`config.mk`:
```
export PLATFORM = sky130hd
export DESIGN_NAME = cart_rd_if
export DESIGN_NICKNAME = d
export VERILOG_FILES = /design/src/rtl/cart_rd_if.sv
export SDC_FILE = /design/constraint.sdc
export NUM_CORES = 1
export LEC_CHECK = 0
export CAP_MARGIN = 0
export CORE_MARGIN = 2
export CORE_UTILIZATION = 58
export CTS_BUF_LIST = sky130_fd_sc_hd__clkbuf_2 sky130_fd_sc_hd__clkbuf_4 sky130_fd_sc_hd__clkbuf_8
export DETAILED_ROUTE_END_ITERATION = 16
export DONT_BUFFER_PORTS = 1
export GPL_ROUTABILITY_DRIVEN = 0
export PLACE_DENSITY_LB_ADDON = 0.08
export SYNTH_ARGS = -nofsm -noshare
export SYNTH_HDL_FRONTEND = slang
export SYNTH_SLANG_ARGS = --single-unit
export TNS_END_PERCENT = 10
```
`constraint.sdc`:
```
create_clock -name clk_8m -period 1.5 [get_ports clk_8m]
set_input_delay 0.225 -clock clk_8m [delete_from_list [all_inputs] [get_ports clk_8m]]
set_output_delay 0.225 -clock clk_8m [all_outputs]
set_load 0.02 [all_outputs]
```
`src/rtl/cart_rd_if.sv`:
```
// Cartridge ROM read sequencer: one request produces a SETUP/STROBE/HOLD bus cycle on the cart bus.
// Optional double-read verification with retries is enabled by defining CART_RD_VERIFY_EN.
module cart_rd_if #(
    parameter int unsigned SETUP_CYC  = 2,
    parameter int unsigned STROBE_CYC = 4,
    parameter int unsigned HOLD_CYC   = 1
) (
    input  logic        clk_8m,
    input  logic        rst_n,
    input  logic [15:0] rom_addr,
    input  logic        rom_rd,
    output logic [7:0]  rom_data,
    output logic        rom_bsy,
    output logic        rom_err,
    output logic [15:0] cart_a,
    input  logic [7:0]  cart_d_in,
    output logic        cart_cs_n,
    output logic        cart_rd_n
);

    typedef enum logic [1:0] {
        StIdle,
        StSetup,
        StStrobe,
        StHold
    } state_e;

    localparam logic [3:0] SetupLast  = 4'(SETUP_CYC - 1);
    localparam logic [3:0] StrobeLast = 4'(STROBE_CYC - 1);
    localparam logic [3:0] HoldLast   = 4'(HOLD_CYC - 1);

    state_e      state_q, state_d;
    logic [3:0]  cnt_q, cnt_d;
    logic [15:0] cart_a_q, cart_a_d;
    logic [7:0]  rom_data_q, rom_data_d;
    logic        cs_n_q, cs_n_d;
    logic        rd_n_q, rd_n_d;

`ifdef CART_RD_VERIFY_EN
    logic       pass_q, pass_d;         // 0: first read of a pair, 1: second read
    logic [7:0] first_q, first_d;
    logic [1:0] retry_q, retry_d;
    logic       fin_q, fin_d;           // pair finished, return to idle after HOLD
    logic       err_pend_q, err_pend_d;
    logic       err_q, err_d;
`endif

    always_comb begin
        state_d    = state_q;
        cnt_d      = cnt_q;
        cart_a_d   = cart_a_q;
        rom_data_d = rom_data_q;
`ifdef CART_RD_VERIFY_EN
        pass_d     = pass_q;
        first_d    = first_q;
        retry_d    = retry_q;
        fin_d      = fin_q;
        err_pend_d = err_pend_q;
        err_d      = 1'b0;
`endif
        unique case (state_q)
            StIdle: begin
                if (rom_rd) begin
                    state_d  = StSetup;
                    cnt_d    = 4'd0;
                    cart_a_d = rom_addr;
`ifdef CART_RD_VERIFY_EN
                    pass_d   = 1'b0;
`endif
                end
            end
            StSetup: begin
                if (cnt_q == SetupLast) begin
                    state_d = StStrobe;
                    cnt_d   = 4'd0;
                end else begin
                    cnt_d = cnt_q + 4'd1;
                end
            end
            StStrobe: begin
                if (cnt_q == StrobeLast) begin
                    state_d = StHold;
                    cnt_d   = 4'd0;
`ifdef CART_RD_VERIFY_EN
                    if (!pass_q) begin
                        first_d = cart_d_in;
                    end else if ((cart_d_in == first_q) || (retry_q == 2'd2)) begin
                        // Third mismatching pair still delivers the last byte, flagged as error
                        rom_data_d = cart_d_in;
                        fin_d      = 1'b1;
                        err_pend_d = (cart_d_in != first_q);
                    end else begin
                        fin_d      = 1'b0;
                        err_pend_d = 1'b0;
                    end
`else
                    rom_data_d = cart_d_in;
`endif
                end else begin
                    cnt_d = cnt_q + 4'd1;
                end
            end
            StHold: begin
                if (cnt_q == HoldLast) begin
                    cnt_d = 4'd0;
`ifdef CART_RD_VERIFY_EN
                    if (!pass_q) begin
                        state_d = StSetup;
                        pass_d  = 1'b1;
                    end else if (fin_q) begin
                        state_d    = StIdle;
                        pass_d     = 1'b0;
                        retry_d    = 2'd0;
                        fin_d      = 1'b0;
                        err_pend_d = 1'b0;
                        err_d      = err_pend_q;
                    end else begin
                        state_d = StSetup;
                        pass_d  = 1'b0;
                        retry_d = retry_q + 2'd1;
                    end
`else
                    state_d = StIdle;
`endif
                end else begin
                    cnt_d = cnt_q + 4'd1;
                end
            end
            default: state_d = StIdle;
        endcase

        // Strobes are registered from next state so the cart bus never sees decode glitches
        cs_n_d = !((state_d == StSetup) || (state_d == StStrobe));
        rd_n_d = (state_d != StStrobe);
    end

    always_ff @(posedge clk_8m or negedge rst_n) begin
        if (!rst_n) begin
            state_q    <= StIdle;
            cnt_q      <= 4'd0;
            cart_a_q   <= 16'h0000;
            rom_data_q <= 8'h00;
            cs_n_q     <= 1'b1;
            rd_n_q     <= 1'b1;
`ifdef CART_RD_VERIFY_EN
            pass_q     <= 1'b0;
            first_q    <= 8'h00;
            retry_q    <= 2'd0;
            fin_q      <= 1'b0;
            err_pend_q <= 1'b0;
            err_q      <= 1'b0;
`endif
        end else begin
            state_q    <= state_d;
            cnt_q      <= cnt_d;
            cart_a_q   <= cart_a_d;
            rom_data_q <= rom_data_d;
            cs_n_q     <= cs_n_d;
            rd_n_q     <= rd_n_d;
`ifdef CART_RD_VERIFY_EN
            pass_q     <= pass_d;
            first_q    <= first_d;
            retry_q    <= retry_d;
            fin_q      <= fin_d;
            err_pend_q <= err_pend_d;
            err_q      <= err_d;
`endif
        end
    end

    assign rom_bsy   = (state_q != StIdle) || rom_rd;
    assign rom_data  = rom_data_q;
    assign cart_a    = cart_a_q;
    assign cart_cs_n = cs_n_q;
    assign cart_rd_n = rd_n_q;
`ifdef CART_RD_VERIFY_EN
    assign rom_err   = err_q;
`else
    assign rom_err   = 1'b0;
`endif

endmodule

```
Word level (Yosys, flattened, before mapping) --
Cells that the tools add are included.
Storage, ports and cells: register bits after elaboration 32, bits of input ports 27, output and inout port bits 28
Cells by class: add/subtract/negate cells 1, equal/unequal tests 9, muxes and demuxes 10, reduce and logical (&&, ||, !) cells 8
Operator list (number):
- $mux 4 | 4
- $pmux 4 s4 | 1
- $mux 2 | 4
- $pmux 2 s4 | 1
- $eq 2x2->1 const B | 3
- $add 4x1->4 const B | 1
- $eq 2x1->1 const B | 2
- $eq 4x1->1 const B | 1
- $eq 4x2->1 const B | 1
- $logic_not 4->1 | 1
- $ne 2x2->1 const B | 2
- $reduce_and 2->1 | 2
- $logic_not 2->1 | 1
- $logic_or 1x1->1 | 2
- $reduce_bool 2->1 | 1
- $logic_not 1->1 | 1

Longest topological paths before layout --
Gate-level depths: netlist of the first run.
word-level depth 6, depth in mapped cells 7, depth with buffers taken out 7

Least setup slack after synthesis of the first run --
Ideal clock, no wire load.
kind register to register, start point reg cnt_q[1], end point reg cnt_q[1], setup time 139 ps, arrival time 1301 ps, data required time 1361 ps, slack 61 ps, cell stages (with the launch flop) 6, path buffers 0, clock period less this slack 1439 ps, path through dfrtp_1 inv_1 ha_1 or3b_2 o21ai_0 o32ai_1
On the way: cells in the longest elaborated chain, start to end 3, elaborated cells between the ends (all ways) 8, classes of those cells 1 x add/sub; 2 x eq/ne; 4 x mux; 1 x reduce/logical
Ends and longest elaborated chain:
- start: declaration | RTL line 33 | logic [3:0] cnt_q, cnt_d;
- start signal: assignment | RTL line 155 | cnt_q <= cnt_d;
- $add 4x1->4 (tied with other cells) | RTL line 77, 100, 126
- $mux 4, on equally long branches | RTL line 104, 73, 81
- $pmux 4 s4 (*) | RTL line 61 | unique case (state_q)
Mark *: on every way between the ends. The rest lies on a longest branch, timed or not. A chain may end at the register's enable or synchronous reset.

Worst setup path in the final report of the first run --
start point reg state_q[1], end point out rom_bsy
On the way: cells in the longest elaborated chain, start to end 2
Ends and longest elaborated chain:
- start: declaration | RTL line 32 | state_e state_q, state_d;
- start signal: assignment | RTL line 139 | state_q <= StIdle;
- start signal: assignment | RTL line 154 | state_q <= state_d;
- $reduce_bool 2->1 | RTL line 171 | assign rom_bsy = (state_q != StIdle) || rom_rd;
- $logic_or 1x1->1 | RTL line 171
- end: declaration | RTL line 13 | output logic rom_bsy,
Every way passes these cells.

==> metrics.json, run 1 <==
{
  "outcome": {"value": "finished with violations"},
  "failing_checks": {"value": "negative setup slack"},
  "initial_core_util": {"value": 0.5997},
  "timing.hold.worst.class": {"value": "primary input to flip-flop"},
  "clkTransAtPathRegs": {"value": 110, "unit": "ps"},
  "total_leakage_power": {"value": 0.7405, "unit": "nW"},
  "clk_path_buf_depth": {"value": 2},
  "path_delay_family": {"value": "flip-flops"},
  "finalNetCount": {"value": 153},
  "r2r_cells": {"value": 6},
  "tritoncts": {"value": "built"},
  "syn_avg_cell_area": {"value": 13.90, "unit": "um2"},
  "achievable-frequency": {"value": 631.8, "unit": "MHz"},
  "synthesis_to_finish_area_growth": {"value": 16.88, "unit": "%"},
  "worst_hold_path.num_cells": {"value": 1},
  "syn-cell-area": {"value": 1445, "unit": "um2"},
  "drt_iter0_drc": {"value": 15},
  "global_route_wire_length_before_repair": {"value": 3636, "unit": "um"},
  "drt-total-wl": {"value": 2607, "unit": "um"},
  "clock-root-buffer": {"value": "clkbuf_4"},
  "report.final.hold_viol_count": {"value": 0},
  "chipHeight": {"value": 53.92, "unit": "um"},
  "std_cell_rows": {"value": 18},
  "avgRoutedWirePerCell": {"value": 17.04, "unit": "um"},
  "drv_cap": {"value": 0},
  "critPathLaunchType": {"value": "flip-flop"},
  "die_width": {"value": 53.92, "unit": "um"},
  "worstReg2RegStart": {"value": "cnt_q[0]"},
  "cp_num_cells": {"value": 2},
  "drcViolationCount": {"value": 0},
  "clock_insertion_delay_worst_skew": {"value": 340, "unit": "ps"},
  "final-setup-viol-count": {"value": 11},
  "grt_use_total": {"value": 0.1870},
  "grt_max_degree": {"value": 33},
  "die-area": {"value": 2907, "unit": "um2"},
  "final_antenna_net_count": {"value": 0},
  "layout.area.seq": {"value": 803.3, "unit": "um2"},
  "tritoncts.num_buffers": {"value": 5},
  "initial_antenna_violation_count": {"value": 0},
  "layout_min_cycle_time": {"value": 1583, "unit": "ps"},
  "worst_hold_startpoint": {"value": "rom_addr[0]"},
  "setup.reg_to_reg.worst_slack": {"value": -60, "unit": "ps"},
  "grt-ovfl-total": {"value": 0},
  "crit_path_max_fanout": {"value": 4},
  "pwr_density_cell": {"value": 2394, "unit": "nW/um2"},
  "number_of_buffers_and_inverters_on_the_critical_path": {"value": 1},
  "worst-endpoint-arrival": {"value": 1360, "unit": "ps"},
  "cts.sinks": {"value": 32},
  "report.power.total": {"value": 4.043, "unit": "mW"},
  "element_type_at_the_critical_path_end": {"value": "primary output"},
  "dp.final_hpwl": {"value": 1654, "unit": "um"},
  "syn-instance-count": {"value": 104},
  "critical_path_class": {"value": "flip-flop to primary output"},
  "period_share": {"value": 1.055},
  "peakVddDrop": {"value": 1.544, "unit": "mV"},
  "num_antenna_cells": {"value": 0},
  "worstSetupStartpoint": {"value": "state_q[1]"},
  "finalCoreUtilization": {"value": 0.7009},
  "ys_seq_area_frac": {"value": 0.5558},
  "post_synth_num_cell_types": {"value": 36},
  "layout-drive-gt1-share": {"value": 0.4228},
  "net_count_synth": {"value": 135},
  "vias_per_cell": {"value": 5.752},
  "detail_route.first_pass.iterations": {"value": 4},
  "routed-via-count": {"value": 880},
  "crit_slowest_cell": {"value": "dfrtp_1"},
  "synth_seq_cells": {"value": 32},
  "place.port_buffers": {"value": 0},
  "io-pin-count": {"value": 55},
  "design.core.area": {"value": 2410, "unit": "um2"},
  "crit_chain": {"value": "or3_4 > buf_6"},
  "critical_path_required": {"value": 1270, "unit": "ps"},
  "clock_tree.htree_level_count": {"value": 2},
  "multi_input_comb_area": {"value": 598.1, "unit": "um2"},
  "synth-warning-count": {"value": 0},
  "timing.critical_path.slowest_cell_delay": {"value": 470, "unit": "ps"},
  "first_global_vias": {"value": 805},
  "fin_ws": {"value": -82.67, "unit": "ps"},
  "r2r-end": {"value": "cart_cs_n"},
  "clock-skew-final": {"value": 12.52, "unit": "ps"},
  "worst_hold_path.endpoint": {"value": "cart_a[0]"},
  "finalMaxSlewViolations": {"value": 0},
  "nFillCells": {"value": 171},
  "grt_setup_unrepaired": {"value": "true"}
}
==> where the power goes <==
group	switching, mW	internal (mW)	total [mW]	leakage (nW)
clock	0.317	0.184	0.501	0.0274
sequential	0.785	1.32	2.11	0.379
combinational	0.587	0.846	1.43	0.334
==> cells by family (layout without fill, tap and decap cells) <==
kind of cell	Yosys count	count (layout)	share of synthesized area
flops	32	32	0.5558
simple gates	19	19	0.08573
compound gates	15	15	0.07014
other cells	1	1	0.002595
buf+inv	9	28	0.04069
fa+ha+maj	4	4	0.03463
mux	24	24	0.2104
==> flip-flops by register name, indices dropped and copies added, names as in the netlist <==
| register | cells |
|---|---|
| cart_a | 16 |
| cart_cs_n | 1 |
| cart_rd_n | 1 |
| cnt_q | 4 |
| rom_data | 8 |
| state_q | 2 |
==> how the worst max path moves through the flow <==
stage,endpoint,slack (ps)
after floorplan,cnt_q[1],60
after global placement,cnt_q[1],-30
after detailed placement,cart_cs_n,-80
after CTS,rom_bsy,-90
after global routing,rom_data[4],-140
final,rom_bsy,-80
==> cell type report <==
type,count,area share
sequential,32,0.4756
multi-input combinational,63,0.3541
timing repair buffer,17,0.1052
clock buffer,5,0.02222
tap,30,0.02222
clock inverter,3,0.01407
inverter,3,0.006667
==> Yosys cell counts <==
| library cell | count | area (um2) |
|---|---|---|
| a21boi_0 | 1 | 7.510 |
| a21o_1 | 1 | 7.510 |
| a21oi_1 | 3 | 15.01 |
| a22o_1 | 1 | 8.760 |
| a311oi_1 | 1 | 8.760 |
| a31oi_1 | 1 | 6.260 |
| and2_1 | 1 | 6.260 |
| and3_1 | 1 | 6.260 |
| and4_1 | 1 | 8.760 |
| buf_2 | 2 | 10.01 |
| buf_4 | 2 | 15.01 |
| buf_6 | 2 | 22.52 |
| conb_1 | 1 | 3.750 |
| dfrtp_1 | 30 | 750.7 |
| dfstp_2 | 2 | 52.55 |
| ha_1 | 4 | 50.05 |
| inv_1 | 3 | 11.26 |
| mux2_2 | 15 | 168.9 |
| mux2_4 | 9 | 135.1 |
| nand2_1 | 2 | 7.510 |
| nand2b_1 | 1 | 6.260 |
| nand3_1 | 1 | 5.000 |
| nand3b_2 | 1 | 11.26 |
| nor2_1 | 4 | 15.01 |
| nor2_2 | 1 | 6.260 |
| nor3b_1 | 1 | 7.510 |
| nor3b_2 | 1 | 12.51 |
| o21ai_0 | 3 | 15.01 |
| o22ai_1 | 1 | 6.260 |
| o31ai_1 | 1 | 7.510 |
| o32a_1 | 1 | 10.01 |
| o32ai_1 | 1 | 8.760 |
| or2_0 | 1 | 6.260 |
| or3_1 | 1 | 6.260 |
| or3b_2 | 1 | 8.760 |
| or4b_1 | 1 | 10.01 |
==> through the flow <==
step	setup slack, ps	std cells	setup TNS [ps]	hold WS (ps)	instance area [um2]
detailed placement	-79.90	134	-211.2	-69.89	1493
global route	-137.7	153	-1600	0.4604	1689
global placement	-26.62	134	-48.07	-69.90	1493
CTS	-93.43	147	-333.5	1.671	1622
finish	-82.67	153	-364.3	23.30	1689
floorplan	60.52	104	0	-70.59	1445
==> routing by layer <==
metal	track usage	wire length [um]	vias to the layer above
met5	0	0	-
met4	0.06410	39	0
met3	0.09444	244	5
met2	0.3028	1298	35
met1	0.2122	1024	434
li1	-	-	406
==> timing repair <==
item | in CTS | in global routing
endpoints found under the hold margin | 32 | 6
endpoints found under the setup margin | 14 | 30
setup buffers | 3 | 0
pin swaps | 1 | 0
hold buffers | 2 | 6
gates resized for setup | 6 | 2
==> cells in the final DEF, fill, tap and decap left out, types with 2 or more instances in the layout <==
cell type,count
nor2_1,4
dfstp_2,2
inv_1,2
nand2_1,2
dlygate4sd3_1,7
buf_4,6
clkinvlp_4,2
o21ai_0,2
buf_6,2
mux2_2,15
ha_1,3
clkbuf_4,5
mux2_4,9
buf_12,2
a21oi_1,3
dfrtp_1,30
Note: power is estimated with default switching activity, not from simulation.
==> inputs of run 2 (changes only) <==
Settings changed: SLEW_MARGIN set to 20.
==> results of run 2 <==
Same layout as run 1: the final DEF is identical, and so are final timing and power.
==> inputs of run 3 (changes only) <==
Settings changed: CAP_MARGIN 0 to unset.
==> results of run 3 <==
Same layout as run 1: the final DEF is identical, and so are final timing and power.
